## src/rtl/hazard_scheduler_pkg.sv

```systemverilog
// Shared types and helpers for the pipeline hazard scheduler: state codes,
// forwarding select encodings and the EX operand forwarding rule.
package hazard_scheduler_pkg;

  typedef enum logic [1:0] {
    S_INIT = 2'd0,
    S_RUN  = 2'd1,
    S_MD   = 2'd2
  } sched_state_e;

  localparam logic [1:0] FWD_REG = 2'b00;
  localparam logic [1:0] FWD_M   = 2'b10;
  localparam logic [1:0] FWD_W   = 2'b01;

  // MEM is the younger producer, so it wins over WB; x0 is never forwarded.
  function automatic logic [1:0] fwd_sel(input logic       used,
                                         input logic [4:0] rs,
                                         input logic [4:0] rd_m,
                                         input logic [2:0] wr_m,
                                         input logic [4:0] rd_w,
                                         input logic [2:0] wr_w);
    if (!used || rs == 5'd0) return FWD_REG;
    if (wr_m != 3'd0 && rd_m == rs) return FWD_M;
    if (wr_w != 3'd0 && rd_w == rs) return FWD_W;
    return FWD_REG;
  endfunction

  function automatic int unsigned cnt_width(input int unsigned max_val);
    return (max_val < 2) ? 1 : $clog2(max_val + 1);
  endfunction

endpackage

```

## src/rtl/hazard_scheduler_if.sv

```systemverilog
// Control bundle between the pipeline (master) and the hazard scheduler (slave).
interface hazard_scheduler_if #(
  parameter int CNT_W = 32
);
  logic             ICacheMiss, DCacheMiss, BranchE, JalrE, JalD, MulDivE;
  logic [4:0]       Rs1D, Rs2D, Rs1E, Rs2E, RdE, RdM, RdW;
  logic [1:0]       RegReadD, RegReadE;
  logic             MemToRegE;
  logic [2:0]       RegWriteM, RegWriteW;
  logic             StallF, StallD, StallE, StallM, StallW;
  logic             FlushF, FlushD, FlushE, FlushM, FlushW;
  logic [1:0]       Forward1E, Forward2E;
  logic             MdDoneE;
  logic [CNT_W-1:0] StallCnt, FlushCnt;

  modport master (
    output ICacheMiss, DCacheMiss, BranchE, JalrE, JalD, MulDivE,
           Rs1D, Rs2D, Rs1E, Rs2E, RdE, RdM, RdW, RegReadD, RegReadE,
           MemToRegE, RegWriteM, RegWriteW,
    input  StallF, StallD, StallE, StallM, StallW,
           FlushF, FlushD, FlushE, FlushM, FlushW,
           Forward1E, Forward2E, MdDoneE, StallCnt, FlushCnt
  );

  modport slave (
    input  ICacheMiss, DCacheMiss, BranchE, JalrE, JalD, MulDivE,
           Rs1D, Rs2D, Rs1E, Rs2E, RdE, RdM, RdW, RegReadD, RegReadE,
           MemToRegE, RegWriteM, RegWriteW,
    output StallF, StallD, StallE, StallM, StallW,
           FlushF, FlushD, FlushE, FlushM, FlushW,
           Forward1E, Forward2E, MdDoneE, StallCnt, FlushCnt
  );
endinterface

```

## src/rtl/hazard_scheduler_md_stall_seq.sv

```systemverilog
// Multi-cycle mul/div occupancy sequencer: stalls EX until the result is due
// and pulses md_done_o in the cycle the result is valid.
module hazard_scheduler_md_stall_seq
  import hazard_scheduler_pkg::*;
#(
  parameter int MD_LATENCY = 8
) (
  input  logic CPU_CLK,
  input  logic CpuRstN,
  input  logic run_i,
  input  logic mul_div_i,
  input  logic freeze_i,
  output logic md_stall_o,
  output logic md_done_o
);

  localparam int              RELOAD_V = (MD_LATENCY > 1) ? MD_LATENCY - 2 : 0;
  localparam int              CW       = cnt_width(RELOAD_V);
  localparam logic [CW-1:0]   RELOAD   = CW'(RELOAD_V);

  sched_state_e  md_state_q;
  logic [CW-1:0] md_cnt_q;

  // NOTE: every output of a combinational block gets a default first, so no
  // path through the if/else tree can leave it unassigned and infer a latch.
  always_comb begin
    md_stall_o = 1'b0;
    md_done_o  = 1'b0;
    if (run_i && !freeze_i) begin
      if (md_state_q == S_MD) begin
        if (md_cnt_q == '0) md_done_o  = 1'b1;
        else                md_stall_o = 1'b1;
      end else if (mul_div_i) begin
        if (MD_LATENCY == 1) md_done_o  = 1'b1;
        else                 md_stall_o = 1'b1;
      end
    end
  end

  // NOTE: state registers use non-blocking assignments so every flop samples
  // the pre-edge values regardless of statement order.
  always_ff @(posedge CPU_CLK or negedge CpuRstN) begin
    if (!CpuRstN) begin
      md_state_q <= S_RUN;
      md_cnt_q   <= '0;
    end else if (!run_i) begin
      md_state_q <= S_RUN;
      md_cnt_q   <= '0;
    end else if (!freeze_i) begin
      if (md_state_q == S_MD) begin
        if (md_cnt_q == '0) md_state_q <= S_RUN;
        else                md_cnt_q   <= md_cnt_q - CW'(1);
      end else if (mul_div_i && MD_LATENCY > 1) begin
        md_state_q <= S_MD;
        md_cnt_q   <= RELOAD;
      end
    end
  end

endmodule

```

## src/rtl/hazard_scheduler.sv

```systemverilog
// Pipeline hazard scheduler for the 5-stage core: per-stage stall/flush,
// EX operand forwarding, post-reset flush sequence and perf counters.
module hazard_scheduler
  import hazard_scheduler_pkg::*;
#(
  parameter int INIT_FLUSH = 4,
  parameter int MD_LATENCY = 8,
  parameter int CNT_W      = 32
) (
  input  logic               CPU_CLK,
  input  logic               CpuRstN,
  hazard_scheduler_if.slave  bus
);

  localparam int            IW        = cnt_width(INIT_FLUSH - 1);
  localparam logic [IW-1:0] INIT_LOAD = IW'(INIT_FLUSH - 1);

  sched_state_e     state_q;
  logic [IW-1:0]    init_cnt_q;
  logic [CNT_W-1:0] stall_cnt_q, flush_cnt_q;

  logic       run, redirect, load_use, md_stall, md_done;
  logic [4:0] stall, flush;  // bit 4 = F ... bit 0 = W

  assign run      = (state_q == S_RUN);
  assign redirect = bus.BranchE | bus.JalrE;
  assign load_use = bus.MemToRegE && bus.RdE != 5'd0 &&
                    ((bus.RegReadD[1] && bus.Rs1D == bus.RdE) ||
                     (bus.RegReadD[0] && bus.Rs2D == bus.RdE));

  hazard_scheduler_md_stall_seq #(.MD_LATENCY(MD_LATENCY)) u_md_stall_seq (
    .CPU_CLK    (CPU_CLK),
    .CpuRstN    (CpuRstN),
    .run_i      (run),
    .mul_div_i  (bus.MulDivE),
    .freeze_i   (bus.DCacheMiss),
    .md_stall_o (md_stall),
    .md_done_o  (md_done)
  );

  always_comb begin
    stall = '0;
    flush = '0;
    if (!run) begin
      flush = '1;
    end else if (bus.DCacheMiss) begin
      stall = '1;
    end else if (md_stall) begin
      stall = 5'b11100;
      flush = 5'b00010;
    end else begin
      if (redirect) begin
        flush[3:2] = 2'b11;
      end else if (load_use) begin
        stall[4:3] = 2'b11;
        flush[2]   = 1'b1;
      end else if (bus.JalD) begin
        flush[3] = 1'b1;
      end
      // A fetch miss is squashed into D unless D is held by a load-use bubble.
      if (bus.ICacheMiss && (redirect || !load_use)) begin
        stall[4] = 1'b1;
        flush[3] = 1'b1;
      end
    end
  end

  always_ff @(posedge CPU_CLK or negedge CpuRstN) begin
    if (!CpuRstN) begin
      state_q     <= S_INIT;
      init_cnt_q  <= INIT_LOAD;
      stall_cnt_q <= '0;
      flush_cnt_q <= '0;
    end else if (state_q == S_INIT) begin
      if (init_cnt_q == '0) state_q    <= S_RUN;
      else                  init_cnt_q <= init_cnt_q - IW'(1);
    end else begin
      if (stall[4])                      stall_cnt_q <= stall_cnt_q + CNT_W'(1);
      if (redirect && !bus.DCacheMiss)   flush_cnt_q <= flush_cnt_q + CNT_W'(1);
    end
  end

  assign {bus.StallF, bus.StallD, bus.StallE, bus.StallM, bus.StallW} = stall;
  assign {bus.FlushF, bus.FlushD, bus.FlushE, bus.FlushM, bus.FlushW} = flush;

  assign bus.Forward1E = run ? fwd_sel(bus.RegReadE[1], bus.Rs1E, bus.RdM, bus.RegWriteM,
                                       bus.RdW, bus.RegWriteW) : FWD_REG;
  assign bus.Forward2E = run ? fwd_sel(bus.RegReadE[0], bus.Rs2E, bus.RdM, bus.RegWriteM,
                                       bus.RdW, bus.RegWriteW) : FWD_REG;
  assign bus.MdDoneE   = md_done;
  assign bus.StallCnt  = stall_cnt_q;
  assign bus.FlushCnt  = flush_cnt_q;

endmodule

```

## src/flat_wrapper.sv

```systemverilog
// flat-port wrapper written by rule: the top's interface ports become plain ports
module hazard_scheduler_flat import hazard_scheduler_pkg::*;
#(
  parameter int INIT_FLUSH = 4,
  parameter int MD_LATENCY = 8,
  parameter int CNT_W      = 32
)
  (CPU_CLK, CpuRstN, bus_ICacheMiss, bus_DCacheMiss, bus_BranchE, bus_JalrE, bus_JalD, bus_MulDivE, bus_Rs1D, bus_Rs2D, bus_Rs1E, bus_Rs2E, bus_RdE, bus_RdM, bus_RdW, bus_RegReadD, bus_RegReadE, bus_MemToRegE, bus_RegWriteM, bus_RegWriteW, bus_StallF, bus_StallD, bus_StallE, bus_StallM, bus_StallW, bus_FlushF, bus_FlushD, bus_FlushE, bus_FlushM, bus_FlushW, bus_Forward1E, bus_Forward2E, bus_MdDoneE, bus_StallCnt, bus_FlushCnt);
  hazard_scheduler_if #(.CNT_W(CNT_W)) bus_i ();
  input  logic CPU_CLK;
  input  logic CpuRstN;
  input wire logic [$bits(bus_i.ICacheMiss)-1:0] bus_ICacheMiss;
  input wire logic [$bits(bus_i.DCacheMiss)-1:0] bus_DCacheMiss;
  input wire logic [$bits(bus_i.BranchE)-1:0] bus_BranchE;
  input wire logic [$bits(bus_i.JalrE)-1:0] bus_JalrE;
  input wire logic [$bits(bus_i.JalD)-1:0] bus_JalD;
  input wire logic [$bits(bus_i.MulDivE)-1:0] bus_MulDivE;
  input wire logic [$bits(bus_i.Rs1D)-1:0] bus_Rs1D;
  input wire logic [$bits(bus_i.Rs2D)-1:0] bus_Rs2D;
  input wire logic [$bits(bus_i.Rs1E)-1:0] bus_Rs1E;
  input wire logic [$bits(bus_i.Rs2E)-1:0] bus_Rs2E;
  input wire logic [$bits(bus_i.RdE)-1:0] bus_RdE;
  input wire logic [$bits(bus_i.RdM)-1:0] bus_RdM;
  input wire logic [$bits(bus_i.RdW)-1:0] bus_RdW;
  input wire logic [$bits(bus_i.RegReadD)-1:0] bus_RegReadD;
  input wire logic [$bits(bus_i.RegReadE)-1:0] bus_RegReadE;
  input wire logic [$bits(bus_i.MemToRegE)-1:0] bus_MemToRegE;
  input wire logic [$bits(bus_i.RegWriteM)-1:0] bus_RegWriteM;
  input wire logic [$bits(bus_i.RegWriteW)-1:0] bus_RegWriteW;
  output wire logic [$bits(bus_i.StallF)-1:0] bus_StallF;
  output wire logic [$bits(bus_i.StallD)-1:0] bus_StallD;
  output wire logic [$bits(bus_i.StallE)-1:0] bus_StallE;
  output wire logic [$bits(bus_i.StallM)-1:0] bus_StallM;
  output wire logic [$bits(bus_i.StallW)-1:0] bus_StallW;
  output wire logic [$bits(bus_i.FlushF)-1:0] bus_FlushF;
  output wire logic [$bits(bus_i.FlushD)-1:0] bus_FlushD;
  output wire logic [$bits(bus_i.FlushE)-1:0] bus_FlushE;
  output wire logic [$bits(bus_i.FlushM)-1:0] bus_FlushM;
  output wire logic [$bits(bus_i.FlushW)-1:0] bus_FlushW;
  output wire logic [$bits(bus_i.Forward1E)-1:0] bus_Forward1E;
  output wire logic [$bits(bus_i.Forward2E)-1:0] bus_Forward2E;
  output wire logic [$bits(bus_i.MdDoneE)-1:0] bus_MdDoneE;
  output wire logic [$bits(bus_i.StallCnt)-1:0] bus_StallCnt;
  output wire logic [$bits(bus_i.FlushCnt)-1:0] bus_FlushCnt;
  assign bus_i.ICacheMiss = bus_ICacheMiss;
  assign bus_i.DCacheMiss = bus_DCacheMiss;
  assign bus_i.BranchE = bus_BranchE;
  assign bus_i.JalrE = bus_JalrE;
  assign bus_i.JalD = bus_JalD;
  assign bus_i.MulDivE = bus_MulDivE;
  assign bus_i.Rs1D = bus_Rs1D;
  assign bus_i.Rs2D = bus_Rs2D;
  assign bus_i.Rs1E = bus_Rs1E;
  assign bus_i.Rs2E = bus_Rs2E;
  assign bus_i.RdE = bus_RdE;
  assign bus_i.RdM = bus_RdM;
  assign bus_i.RdW = bus_RdW;
  assign bus_i.RegReadD = bus_RegReadD;
  assign bus_i.RegReadE = bus_RegReadE;
  assign bus_i.MemToRegE = bus_MemToRegE;
  assign bus_i.RegWriteM = bus_RegWriteM;
  assign bus_i.RegWriteW = bus_RegWriteW;
  assign bus_StallF = bus_i.StallF;
  assign bus_StallD = bus_i.StallD;
  assign bus_StallE = bus_i.StallE;
  assign bus_StallM = bus_i.StallM;
  assign bus_StallW = bus_i.StallW;
  assign bus_FlushF = bus_i.FlushF;
  assign bus_FlushD = bus_i.FlushD;
  assign bus_FlushE = bus_i.FlushE;
  assign bus_FlushM = bus_i.FlushM;
  assign bus_FlushW = bus_i.FlushW;
  assign bus_Forward1E = bus_i.Forward1E;
  assign bus_Forward2E = bus_i.Forward2E;
  assign bus_MdDoneE = bus_i.MdDoneE;
  assign bus_StallCnt = bus_i.StallCnt;
  assign bus_FlushCnt = bus_i.FlushCnt;
  hazard_scheduler #(.INIT_FLUSH(INIT_FLUSH), .MD_LATENCY(MD_LATENCY), .CNT_W(CNT_W)) u_core (.CPU_CLK(CPU_CLK), .CpuRstN(CpuRstN), .bus(bus_i));
endmodule
```

## config.mk

```make
export PLATFORM = sky130hd
export DESIGN_NAME = hazard_scheduler_flat
export DESIGN_NICKNAME = d
export VERILOG_FILES = /design/src/rtl/hazard_scheduler_pkg.sv /design/src/rtl/hazard_scheduler_if.sv /design/src/rtl/hazard_scheduler_md_stall_seq.sv /design/src/rtl/hazard_scheduler.sv /design/src/flat_wrapper.sv
export SDC_FILE = /design/constraint.sdc
export NUM_CORES = 1
export LEC_CHECK = 0
export ABC_AREA = 1
export ABC_CLOCK_PERIOD_IN_PS = 4400
export CAP_MARGIN = 20
export CORE_MARGIN = 5
export CORE_UTILIZATION = 40
export DETAILED_ROUTE_END_ITERATION = 8
export GPL_TIMING_DRIVEN = 0
export PLACE_DENSITY = 0.69
export SLEW_MARGIN = 20
export SYNTH_ARGS = -nofsm -noshare
export SYNTH_HDL_FRONTEND = slang
export SYNTH_SLANG_ARGS = --single-unit
```

## constraint.sdc

```tcl
create_clock -name CPU_CLK -period 4.4 [get_ports CPU_CLK]
set_input_delay 0.66 -clock CPU_CLK [delete_from_list [all_inputs] [get_ports CPU_CLK]]
set_output_delay 0.66 -clock CPU_CLK [all_outputs]
set_load 0.1 [all_outputs]
```

==> impl_metrics.toml <==
[min_path]
holdCritPathClass = "in2async"

[drt]
post_drt_via_cell_ratio = 4.87
wl_um = 14000
routed_wire_length_per_instance_um = 13.4
number_of_nets_still_failing_antenna_checks_after_routing = 0
route.detailed.drc = 0
route.vias.total = 5099
first_iter_violations = 354
detail_route.first_pass.iterations = 5

[sta]
tightest_slew_ns = 1.01
max_freq_mhz = 251
period_needed_ns = 3.98
max_slew_margin_pct = 32.8
timing.setup.tns_ns = 0
layout_setup_ws_ns = 0.418
setup_violations = 0
timing.final.hold_violations = 0
slew_violations = 0
layout_worst_path_cycle_share_pct = 90.5
finalClockSkew_ns = 0.00506
grt_setup_unrepaired = "no"

[clocking]
clock_sink_count = 72
cts_post_setup_buffers_inserted = 0
clk_pin_slew_worst_paths_ns = 0.05
postCtsResizedCells = 0
clk_root_buffer_cell = "sky130_fd_sc_hd__clkbuf_16"
h-tree-depth = 3
post_cts_hold_buffer_count = 0
cts_tree = "built"
max-clock-path-buffers = 2
cts_inserted_buffers = 9
clk-insertion-delay-late_ns = 0.34

[floorplanning]
num_io_pins = 133
placeable_core_region_mm2 = 0.0125
die_outline_height_um = 122
die_w_um = 122
rows = 41
floorplan.initialDensity_pct = 40.4
floorplan.die_area_mm2 = 0.0150

[final_layout]
fillCellCount = 1249
antenna_cells = 0
fin_area_mm2 = 0.00689
num-nets-final = 929
mostFrequentLayoutCell = "sky130_fd_sc_hd__nand2_1"
syn2layout_area_growth_pct = 36.1
highest_count_cells_in_the_layout_ignoring_fill_and_taps = "248 x sky130_fd_sc_hd__nand2_1, 131 x sky130_fd_sc_hd__clkdlybuf4s50_1, 79 x sky130_fd_sc_hd__inv_1, 79 x sky130_fd_sc_hd__nor2_1, 69 x sky130_fd_sc_hd__dfrtp_1"
final_layout_size_suffix_gt1_share_pct = 7.54

[critical_path]
worst-path-max-fanout = 10
worst-r2r-cell-count = 9
type_of_element_launching_the_critical_path = "primary input"
rrSetupSlack_ns = 2.59
arrival_ns = 3.32
reg2reg_from = "u_core.bus.StallCnt[0]$_DFFE_PN0P_"
worstPathRequired_ns = 3.74
reg_to_reg_critical_path_endpoint = "u_core.bus.StallCnt[28]$_DFFE_PN0P_"
setup_crit_path_kind = "in2out"
element_type_at_the_critical_path_end = "output pin"

[job]
cap_violations = 0

[synthesis]
yosysUniqueCellTypes = 39
synth.yosys.seq_area_share_pct = 35.7
share_of_async_settable_or_async_resettable_flops_after_synthesis_pct = 100
number_of_synthesized_register_bits = 72
synth_fp_nets = 785
synth_top_flop_cell = "sky130_fd_sc_hd__dfrtp_1"
yosys_warnings = 0
mean_syn_cell_area_um2 = 6.97
syn-cell-area_mm2 = 0.00506
number_of_enable_flip_flop_cells_after_synthesis = 0
syn_inst = 726

[placement]
detailedPlace.worstSlack_ns = 0.419
buffer_ports.inserted = 132
post_dp_area_mm2 = 0.00663
gp_routability_congestion = 0.965
dpl.hpwl_um = 11100

[power_and_ir_drop]
powerDensity_mw_per_mm2 = 365
peakVddDrop_uv = 446
power.leakage_nw = 3.19

[global_route]
overflow = 0
largest_net_degree_at_the_start_of_global_routing = 57
global_route.usage.total_pct = 19.7
global_route_wire_length_before_repair_um = 23700
initial_antenna_violation_count = 0
grt_pass1_vias = 4946

[status]
status = "completed"
==> layout make-up <==
| class | count | area [µm²] | area share, % |
|---|---|---|---|
| buffer | 16 | 109 | 1.58 |
| clock buffer | 15 | 258 | 3.74 |
| clock inverter | 1 | 5.00 | 0.0726 |
| inverter | 91 | 342 | 4.96 |
| multi-input combinational | 547 | 2810 | 40.8 |
| sequential | 72 | 1810 | 26.2 |
| tap | 172 | 215 | 3.12 |
| timing repair buffer | 133 | 1350 | 19.5 |
==> routing by layer <==
layer  GRT usage (%)  up-vias  part of all wire (%)
met2            32.2      142                    48
li1                -     2602                     -
met3            4.93       19                   5.5
met5               0        -                     0
met1            25.7     2336                    45
met4            5.88        0                   1.9
==> synth_stat cells (2+ instances only) <==
cell / count / area share (%)
sky130_fd_sc_hd__nand4_1: 43 / 5.3
sky130_fd_sc_hd__nor3_1: 25 / 2.5
sky130_fd_sc_hd__nor4_1: 2 / 0.25
sky130_fd_sc_hd__o21ai_0: 8 / 0.79
sky130_fd_sc_hd__dfstp_2: 3 / 1.6
sky130_fd_sc_hd__nor2_2: 3 / 0.37
sky130_fd_sc_hd__a21oi_1: 4 / 0.40
sky130_fd_sc_hd__xnor2_1: 18 / 3.1
sky130_fd_sc_hd__nand3b_1: 6 / 0.89
sky130_fd_sc_hd__xor2_1: 40 / 6.9
sky130_fd_sc_hd__nand3_2: 2 / 0.40
sky130_fd_sc_hd__ha_1: 5 / 1.2
sky130_fd_sc_hd__nand3_1: 25 / 2.5
sky130_fd_sc_hd__inv_1: 79 / 5.9
sky130_fd_sc_hd__a221oi_1: 4 / 0.69
sky130_fd_sc_hd__nor3_2: 5 / 0.99
sky130_fd_sc_hd__o211ai_1: 2 / 0.30
sky130_fd_sc_hd__dfrtp_1: 69 / 34
sky130_fd_sc_hd__clkbuf_1: 3 / 0.22
sky130_fd_sc_hd__nand2_1: 248 / 18
sky130_fd_sc_hd__buf_4: 3 / 0.44
sky130_fd_sc_hd__buf_6: 4 / 0.89
sky130_fd_sc_hd__nand2_2: 6 / 0.74
sky130_fd_sc_hd__nor2_4: 4 / 0.89
sky130_fd_sc_hd__buf_2: 6 / 0.59
sky130_fd_sc_hd__inv_2: 12 / 0.89
sky130_fd_sc_hd__o22ai_1: 7 / 0.87
sky130_fd_sc_hd__nor2_1: 79 / 5.9
==> metrics by stage <==
stage	cells	util (%)	power (mW)	hold slack, ns
2_1_floorplan	726	-	1.58	0.364
3_3_place_gp	1030	52.7	1.86	0.465
3_5_place_dp	1031	52.9	1.86	0.480
4_1_cts	1047	55.0	2.54	0.186
5_1_grt	1047	55.0	2.64	0.200
6_report	1047	55.0	2.51	0.193
==> critical path, cell delays in order <==
cell	delay [ns]
sky130_fd_sc_hd__clkdlybuf4s50_1	0.54
sky130_fd_sc_hd__inv_2	0.05
sky130_fd_sc_hd__nand2_1	0.05
sky130_fd_sc_hd__nand2_1	0.04
sky130_fd_sc_hd__nor2_1	0.12
sky130_fd_sc_hd__nand3_1	0.08
sky130_fd_sc_hd__nand2_1	0.10
sky130_fd_sc_hd__nand3_2	0.19
sky130_fd_sc_hd__nand3_4	0.16
sky130_fd_sc_hd__buf_6	0.17
sky130_fd_sc_hd__clkdlybuf4s50_1	1.14
==> sequential cells by signal, summed over array words and instances, names as in the netlist <==
signal	count
u_core.bus.StallCnt	32
u_core.state_q	1
u_core.init_cnt_q	2
u_core.bus.FlushCnt	32
u_core.u_md_stall_seq.md_cnt_q	3
u_core.u_md_stall_seq.md_state_q	2
==> cell families (layout without fill, tap and decap cells) <==
logic type | Yosys count | count (layout) | synth area share (%)
compound gates | 30 | 30 | 3.81
xor+xnor | 58 | 58 | 10.0
fa+ha+maj | 5 | 5 | 1.24
buf+inv | 107 | 256 | 8.90
flops | 72 | 72 | 35.7
simple gates | 454 | 454 | 40.3
==> how the worst max path moves through the flow <==
| stage | start | endpoint | cells after the start |
|---|---|---|---|
| after floorplan | bus_MulDivE | bus_FlushD | 7 |
| after global routing | bus_RdE[4] | bus_StallF | 11 |
| after global placement | CpuRstN | u_core.bus.FlushCnt[30]$_DFFE_PN0P_ | 1 |
| final | bus_RdE[4] | bus_StallF | 11 |
| after detailed placement | bus_RdE[4] | bus_StallF | 11 |
| after CTS | bus_RdE[4] | bus_StallF | 11 |
==> power by group <==
part / total (mW) / internal [mW] / switching (mW)
clock network: 0.662 / 0.397 / 0.265
logic: 1.01 / 0.274 / 0.740
registers: 0.836 / 0.742 / 0.0935
total: 2.51 / 1.41 / 1.10
(Power assumes the default switching activity.)
